$ cat config.mk
export PLATFORM = sky130hd
export DESIGN_NAME = inst_fetch_queue
export DESIGN_NICKNAME = d
export VERILOG_FILES = /design/src/rtl/inst_fetch_queue.sv
export SDC_FILE = /design/constraint.sdc
export NUM_CORES = 1
export LEC_CHECK = 0
export ABC_AREA = 1
export ABC_CLOCK_PERIOD_IN_PS = 8450
export CORE_AREA = 2 2 169 171
export CTS_CLUSTER_SIZE = 20
export DETAILED_ROUTE_END_ITERATION = 7
export DIE_AREA = 0 0 171 173
export PLACE_DENSITY = 0.67
export SLEW_MARGIN = 30
export SYNTH_ARGS = -nofsm -noshare
export SYNTH_HDL_FRONTEND = slang
export SYNTH_SLANG_ARGS = --single-unit
$ cat constraint.sdc
create_clock -name clk -period 8.45 [get_ports clk]
set_input_delay 1.69 -clock clk [delete_from_list [all_inputs] [get_ports clk]]
set_output_delay 1.69 -clock clk [all_outputs]
set_load 0.02 [all_outputs]
$ cat src/rtl/inst_fetch_queue.sv
// -----------------------------------------------------------------------------
// inst_fetch_queue
//   Instruction-fetch front end that sits directly upstream of the instruction
//   port of the unified memory. It owns the fetch PC, drives the memory's
//   instruction address, and captures the word the memory returns in the same
//   cycle into a small prefetch FIFO. Decode sees {PC, instruction} pairs
//   through a valid/ready handshake. A redirect flushes the queue and restarts
//   fetch at a new PC.
//
// Parameters
//   DEPTH     FIFO entries (power of two, >= 2)
//   RESET_PC  fetch PC after reset (bits [1:0] forced to 0)
//
// Ports
//   clk          in   1   clock, rising edge
//   rst          in   1   asynchronous active-high reset
//   FetchEn      in   1   fetching allowed this cycle
//   Redirect     in   1   flush queue, restart fetch at RedirectPC
//   RedirectPC   in   32  new fetch PC (bits [1:0] ignored)
//   MemInstAddr  out  32  word-aligned fetch address (the FetchPC register)
//   MemReadInst  in   32  word returned by memory for MemInstAddr, same cycle
//   InstValid    out  1   head entry present
//   InstReady    in   1   decode accepts the head entry this cycle
//   Inst         out  32  head instruction word (0 when empty)
//   InstPC       out  32  head instruction byte address (0 when empty)
//
// Handshake: the head entry transfers to decode on a rising edge where
// InstValid and InstReady are both 1 and Redirect is 0. InstValid never depends
// on InstReady. A cycle with Redirect = 1 transfers nothing, even if
// InstValid and InstReady are both high; decode must treat it as not accepted.
// -----------------------------------------------------------------------------
module inst_fetch_queue #(
    parameter int          DEPTH    = 4,
    parameter logic [31:0] RESET_PC = 32'h0000_0000
) (
    input  logic        clk,
    input  logic        rst,
    input  logic        FetchEn,
    input  logic        Redirect,
    input  logic [31:0] RedirectPC,
    output logic [31:0] MemInstAddr,
    input  logic [31:0] MemReadInst,
    output logic        InstValid,
    input  logic        InstReady,
    output logic [31:0] Inst,
    output logic [31:0] InstPC
);

    localparam int PW = $clog2(DEPTH);
    localparam int CW = $clog2(DEPTH + 1);
    localparam logic [CW-1:0] FULL_COUNT = CW'(DEPTH);

    logic [31:0]   fetch_pc;
    logic [PW-1:0] rptr;
    logic [PW-1:0] wptr;
    logic [CW-1:0] count;

    logic [31:0]   pc_store   [DEPTH];
    logic [31:0]   inst_store [DEPTH];

    logic          full;
    logic          pop;
    logic          push;

    assign full = (count == FULL_COUNT);

    // A full queue can still accept a new word when the head leaves in the
    // same cycle, which is what keeps streaming at one instruction per cycle.
    assign pop  = InstValid & InstReady & ~Redirect;
    assign push = FetchEn & ~Redirect & (~full | pop);

    always_ff @(posedge clk or posedge rst) begin
        if (rst) begin
            fetch_pc <= RESET_PC & 32'hFFFF_FFFC;
            rptr     <= '0;
            wptr     <= '0;
            count    <= '0;
        end else if (Redirect) begin
            fetch_pc <= {RedirectPC[31:2], 2'b00};
            rptr     <= '0;
            wptr     <= '0;
            count    <= '0;
        end else begin
            if (push) begin
                wptr     <= wptr + 1'b1;
                fetch_pc <= fetch_pc + 32'd4;
            end
            if (pop) begin
                rptr <= rptr + 1'b1;
            end
            case ({push, pop})
                2'b10:   count <= count + 1'b1;
                2'b01:   count <= count - 1'b1;
                default: count <= count;
            endcase
        end
    end

    // Storage needs no reset: it is only read while count != 0, and every
    // entry is written before count can cover it.
    always_ff @(posedge clk) begin
        if (push) begin
            pc_store[wptr]   <= fetch_pc;
            inst_store[wptr] <= MemReadInst;
        end
    end

    assign MemInstAddr = fetch_pc;
    assign InstValid   = (count != '0);
    assign Inst        = InstValid ? inst_store[rptr] : 32'd0;
    assign InstPC      = InstValid ? pc_store[rptr]   : 32'd0;

endmodule

* Word-level counts from Yosys, hierarchy flattened
Memories as Yosys holds them, arrays and structs flattened.
Index checks and enable logic that the tools add are counted.
** Word-level totals
- Flip-flop bits (word level) :: 39
- Bits in writable memories :: 256
- Word-level logic and storage cells :: 37
- Memories kept :: 2
** Operators by class
- Eq/ne operators :: 3
- Bitwise logic cells :: 7
- Multiplexer cells :: 12
- $add $sub $neg :: 5
- Reduce and logical (&&, ||, !) cells :: 4
** Memories
- inst_store :: words 4, width 32, rd ports 1, clocked after memory_dff 0, write ports 1, RTL line 59 : logic [31:0] inst_store [DEPTH];
- pc_store :: words 4, width 32, rd ports 1, clocked after memory_dff 0, write ports 1, RTL line 58 : logic [31:0] pc_store [DEPTH];
** Operators with widths (number)
- $mux 32 :: 4
- $add 32x3->32 const B :: 1
- $mux 2 :: 4
- $pmux 3 s2 :: 1
- $reduce_bool 3->1 :: 2
- $add 2x1->2 const B :: 2
- $and 1x1->1 :: 4
- $reduce_bool 2->1 :: 2
- $add 3x1->3 const B :: 1
- $eq 3x3->1 const B :: 1
- $mux 3 :: 1
- $sub 3x1->3 const B :: 1
- $eq 2x1->1 const B :: 1
- $eq 2x2->1 const B :: 1
- $mux 1 :: 2
- $not 1->1 :: 2
- $or 1x1->1 :: 1

* Logic depth before layout (Yosys ltp)
- Word-level depth :: 8
- Gate-level depth with buffers :: 10

* Worst setup path before layout
Ideal clock, no wire load.
- Kind :: input port to flip-flop
- Start :: in Redirect
- End :: mem inst_store[0][0], enable pin
- Path buffers :: 2
- Data arrival time :: 4.757 ns
- Required time :: 7.968 ns
- Cell stages on the path :: 5
- Slack :: 3.211 ns
- Cell sequence :: buf_2 > nor2_1 > nand2_1 > buf_4 > nor2_1
** Between the ends
- Longest elaborated chain between the ends :: 6
** Ends and longest elaborated chain
- from (decl) :: RTL line 39 : input logic Redirect,
- $not 1->1 (*) :: RTL line 69, 70
- $and 1x1->1 :: RTL line 69 : assign pop = InstValid & InstReady & ~Redirect;
- $or 1x1->1 :: RTL line 70 : assign push = FetchEn & ~Redirect & (~full | pop);
- $and 1x1->1 (*) :: RTL line 70
- $mux 1 (*) :: RTL line 102 : if (push) begin
- $mux 1 (not written as such) (*) :: RTL line 104 : inst_store[wptr] <= MemReadInst;
- to (decl) :: RTL line 59
Every way passes the cells marked *; elsewhere a longest branch is shown, timed or not.

* Final worst setup path
- Start :: reg rptr[0]
- End :: out Inst[1]
** Between the ends
- Longest elaborated chain between the ends :: 2
** Ends and longest elaborated chain
- from (decl) :: RTL line 54 : logic [PW-1:0] rptr;
- from (signal assigned) :: RTL line 89 : rptr <= rptr + 1'b1;
- $mem_v2 4x32
- $mux 32 :: RTL line 110 : assign Inst = InstValid ? inst_store[rptr] : 32'd0;
- to (decl) :: RTL line 45 : output logic [31:0] Inst,
Every way passes these cells.

==> run_results.csv <==
group,metric,value,unit
status,status,"completed",
timing,fmax,190,MHz
logic_synthesis,ys_top_cells_by_count,"nor2_1 (298), edfxtp_1 (248), nand2_1 (178)",
timing,period_share,62.2,%
cts,clock-sinks,285,
route,routed_wl,28800,um
logic_synthesis,synth-seq-area-share,68.1,%
logic_synthesis,yosysTopAreaCellShare,60.6,%
layout,diodes,0,
timing,finalSetupViolCount,0,
hold_path,hold_depth,2,
worst_setup_path,r2r_cells,5,
timing,worst-slew-pin-transition,0.904,ns
cts,post-cts-setup-buffers,0,
worst_setup_path,path_class,"flop to output pin",
logic_synthesis,synth_warnings,0,
worst_setup_path,path_delay_family,"buffers and inverters",
worst_setup_path,worst-path-stages,5,
timing,rsz0062_at_grt,"false",
worst_setup_path,cp-start-kind,"flop",
cts,cts_resized,0,
layout,seq_area,8380,um^2
route,drtIter0Drc,852,
logic_synthesis,yosysTopAreaCell,"edfxtp_1",
worst_setup_path,endpoint_kind,"output pin",
logic_synthesis,netlist_area,12300,um^2
cts,cts.path.max_buffers,3,
logic_synthesis,ys_async_sr_fraction,13.0,%
cts,cts_hold_buf,0,
placed_design,hpwl,16700,um
worst_setup_path,worstPathArrival,3.57,ns
global_routing,grt_max_degree,74,
power,peakVddDrop,0.202,mV
layout,drive_above_1_share,5.88,%
route,viasPerCell,5.02,
layout,syn_to_final_growth,23.4,%
logic_synthesis,post-synth-top-count-cell,"nor2_1",
power,leakage,5.53,nW
global_routing,grt-ovfl-total,0,
route,ant_nets,0,
placed_design,routabilityCongestion,0.837,
worst_setup_path,crit_fanout,73,
worst_setup_path,cp.required,6.76,ns
cts,cts.clk_slew.worst_paths,0.06,ns
timing,hold_viol,0,
timing,min_period,5.26,ns
logic_synthesis,ys_top_cells_by_area,"edfxtp_1 (61%), nor2_1 (9.1%), dfrtp_1 (7.5%)",
layout,fillers,2398,
cts,cts_tree,"built",
route,routedWlPerCell,16.7,um
route,num_vias,8652,
floorplanning,die_w,171,um
logic_synthesis,syn_inst,1173,
worst_setup_path,crit_slowest_cell,"dfrtp_4",
cts,cts_inserted_buffers,31,
floorplanning,start_util,44.5,%
worst_setup_path,cp_cell_sequence,"inv_4 -> buf_4 -> o21ai_0 -> a21oi_1 -> clkdlybuf4s50_1",
global_routing,grt_antenna_before_repair,0,
timing,relSlewSlack,39.6,%
layout,nets,1395,
floorplanning,rows,61,
global_routing,grt_pass1_wl,44900,um
floorplanning,die-area,29600,um^2
cts,cts_root_buffer,"clkbuf_16",
power,powerDensity,292,nW/um^2
layout,final_util,54.9,%
worst_setup_path,max_stage_delay,0.76,ns
floorplanning,ios,166,
layout,multi_input_area,3400,um^2
floorplanning,die_h,173,um
hold_path,hold_class,"flop to flop",
cts,insertion_delay,0.54,ns
flow_run,maxCapViolCount,0,
logic_synthesis,synth_cell_types,30,
timing,setup-tns-final,0,ns
placed_design,portBuffers,159,
timing,maxSlewViolCount,0,
logic_synthesis,ys_ff_latch,285,
global_routing,grt_pass1_vias,8409,
route,drtPass1Iterations,5,
global_routing,grt_usage,19.5,%
route,drc_errors,0,
timing,fin_worst_skew,0.0101,ns
floorplanning,core_area,27600,um^2
logic_synthesis,synth_flop_cell,"edfxtp_1",
logic_synthesis,avgSynthCellArea,10.5,um^2
cts,cts_max_level,1,
logic_synthesis,synth_edf_count,248,
worst_setup_path,cp.buffers_inverters,3,
-- where the power goes --
| group | total, W | switching, W | internal, W |
|---|---|---|---|
| registers | 0.00176 | 0.000117 | 0.00164 |
| logic | 0.00139 | 0.000844 | 0.000548 |
| clock network | 0.00129 | 0.000524 | 0.000762 |
-- state kept, by name, summed over array words and instances, names as in the netlist --
name	flops
count	3
pc_store	120
rptr	2
MemInstAddr	30
wptr	2
inst_store	128
-- worst paths after layout --
path                               start             end  slack (ns)
worst max-delay path             rptr[0]         Inst[1]        3.19
worst min-delay path            count[1]        count[1]        0.54
worst max register to register  count[0]  pc_store[1][7]        5.58
worst min register to register  count[1]        count[1]        0.54
max in group asynchronous            rst         rptr[0]        6.45
min in group asynchronous            rst        count[2]        1.59
-- worst reg2reg max path, cell delays in order (launching register included) --
cell,delay [ns]
dfrtp_1,0.42
nor2_1,0.09
nand3_1,0.07
nand2_1,0.39
nor2_4,0.87
buf_4,0.65
-- routing by layer --
layer | wire length (um) | track usage [%] | vias up
met5 | 0 | 0 | -
met4 | 754 | 6.00 | 0
met3 | 1680 | 2.75 | 50
met2 | 13500 | 32.5 | 271
met1 | 12800 | 26.4 | 4091
li1 | - | - | 4240
-- cells by family after synthesis --
kind of cell               Yosys count  synth area share [%]
other                                1                0.0305
DFF                                285                  68.1
and+or+nand+nor                    525                  16.8
buffers and inverters              128                  4.58
AOI/OAI and AO/OA                  217                  8.98
xor gates and xnor gates            11                 0.784
adders and majority gates            6                 0.672
-- cells in the final DEF, fill, tap and decap left out, drive strengths merged, types with 30 or more instances in the layout --
cell,Yosys,final
edfxtp,248,248
nand2,183,183
o21ai,146,146
dfrtp,37,37
nand3,30,30
clkdlybuf4s50,0,159
inv,67,67
nor2,306,306
clkbuf,31,39
a21oi,64,64
-- area by class of cell --
| cell class | instances | share of cell area (%) |
|---|---|---|
| clock buffer | 39 | 5.31 |
| clock inverter | 18 | 1.09 |
| inverter | 68 | 1.72 |
| multi-input combinational | 763 | 22.4 |
| sequential | 285 | 55.2 |
| tap | 378 | 3.12 |
| timing repair buffer | 171 | 11.1 |
-- through the flow --
stage               worst slack (ns)  hold WS (ns)  power (W)  cell area, um^2  instances
floorplan                       3.21         0.504    0.00255            12300       1176
global placement                3.25         0.525    0.00318            14200       1664
detailed placement              3.20         0.530    0.00319            14200       1664
CTS                             2.61         0.552    0.00448            15200       1721
global route                    2.92         0.590    0.00466            15200       1722
finish                          3.19         0.542    0.00444            15200       1722
(Power assumes the default switching activity.)
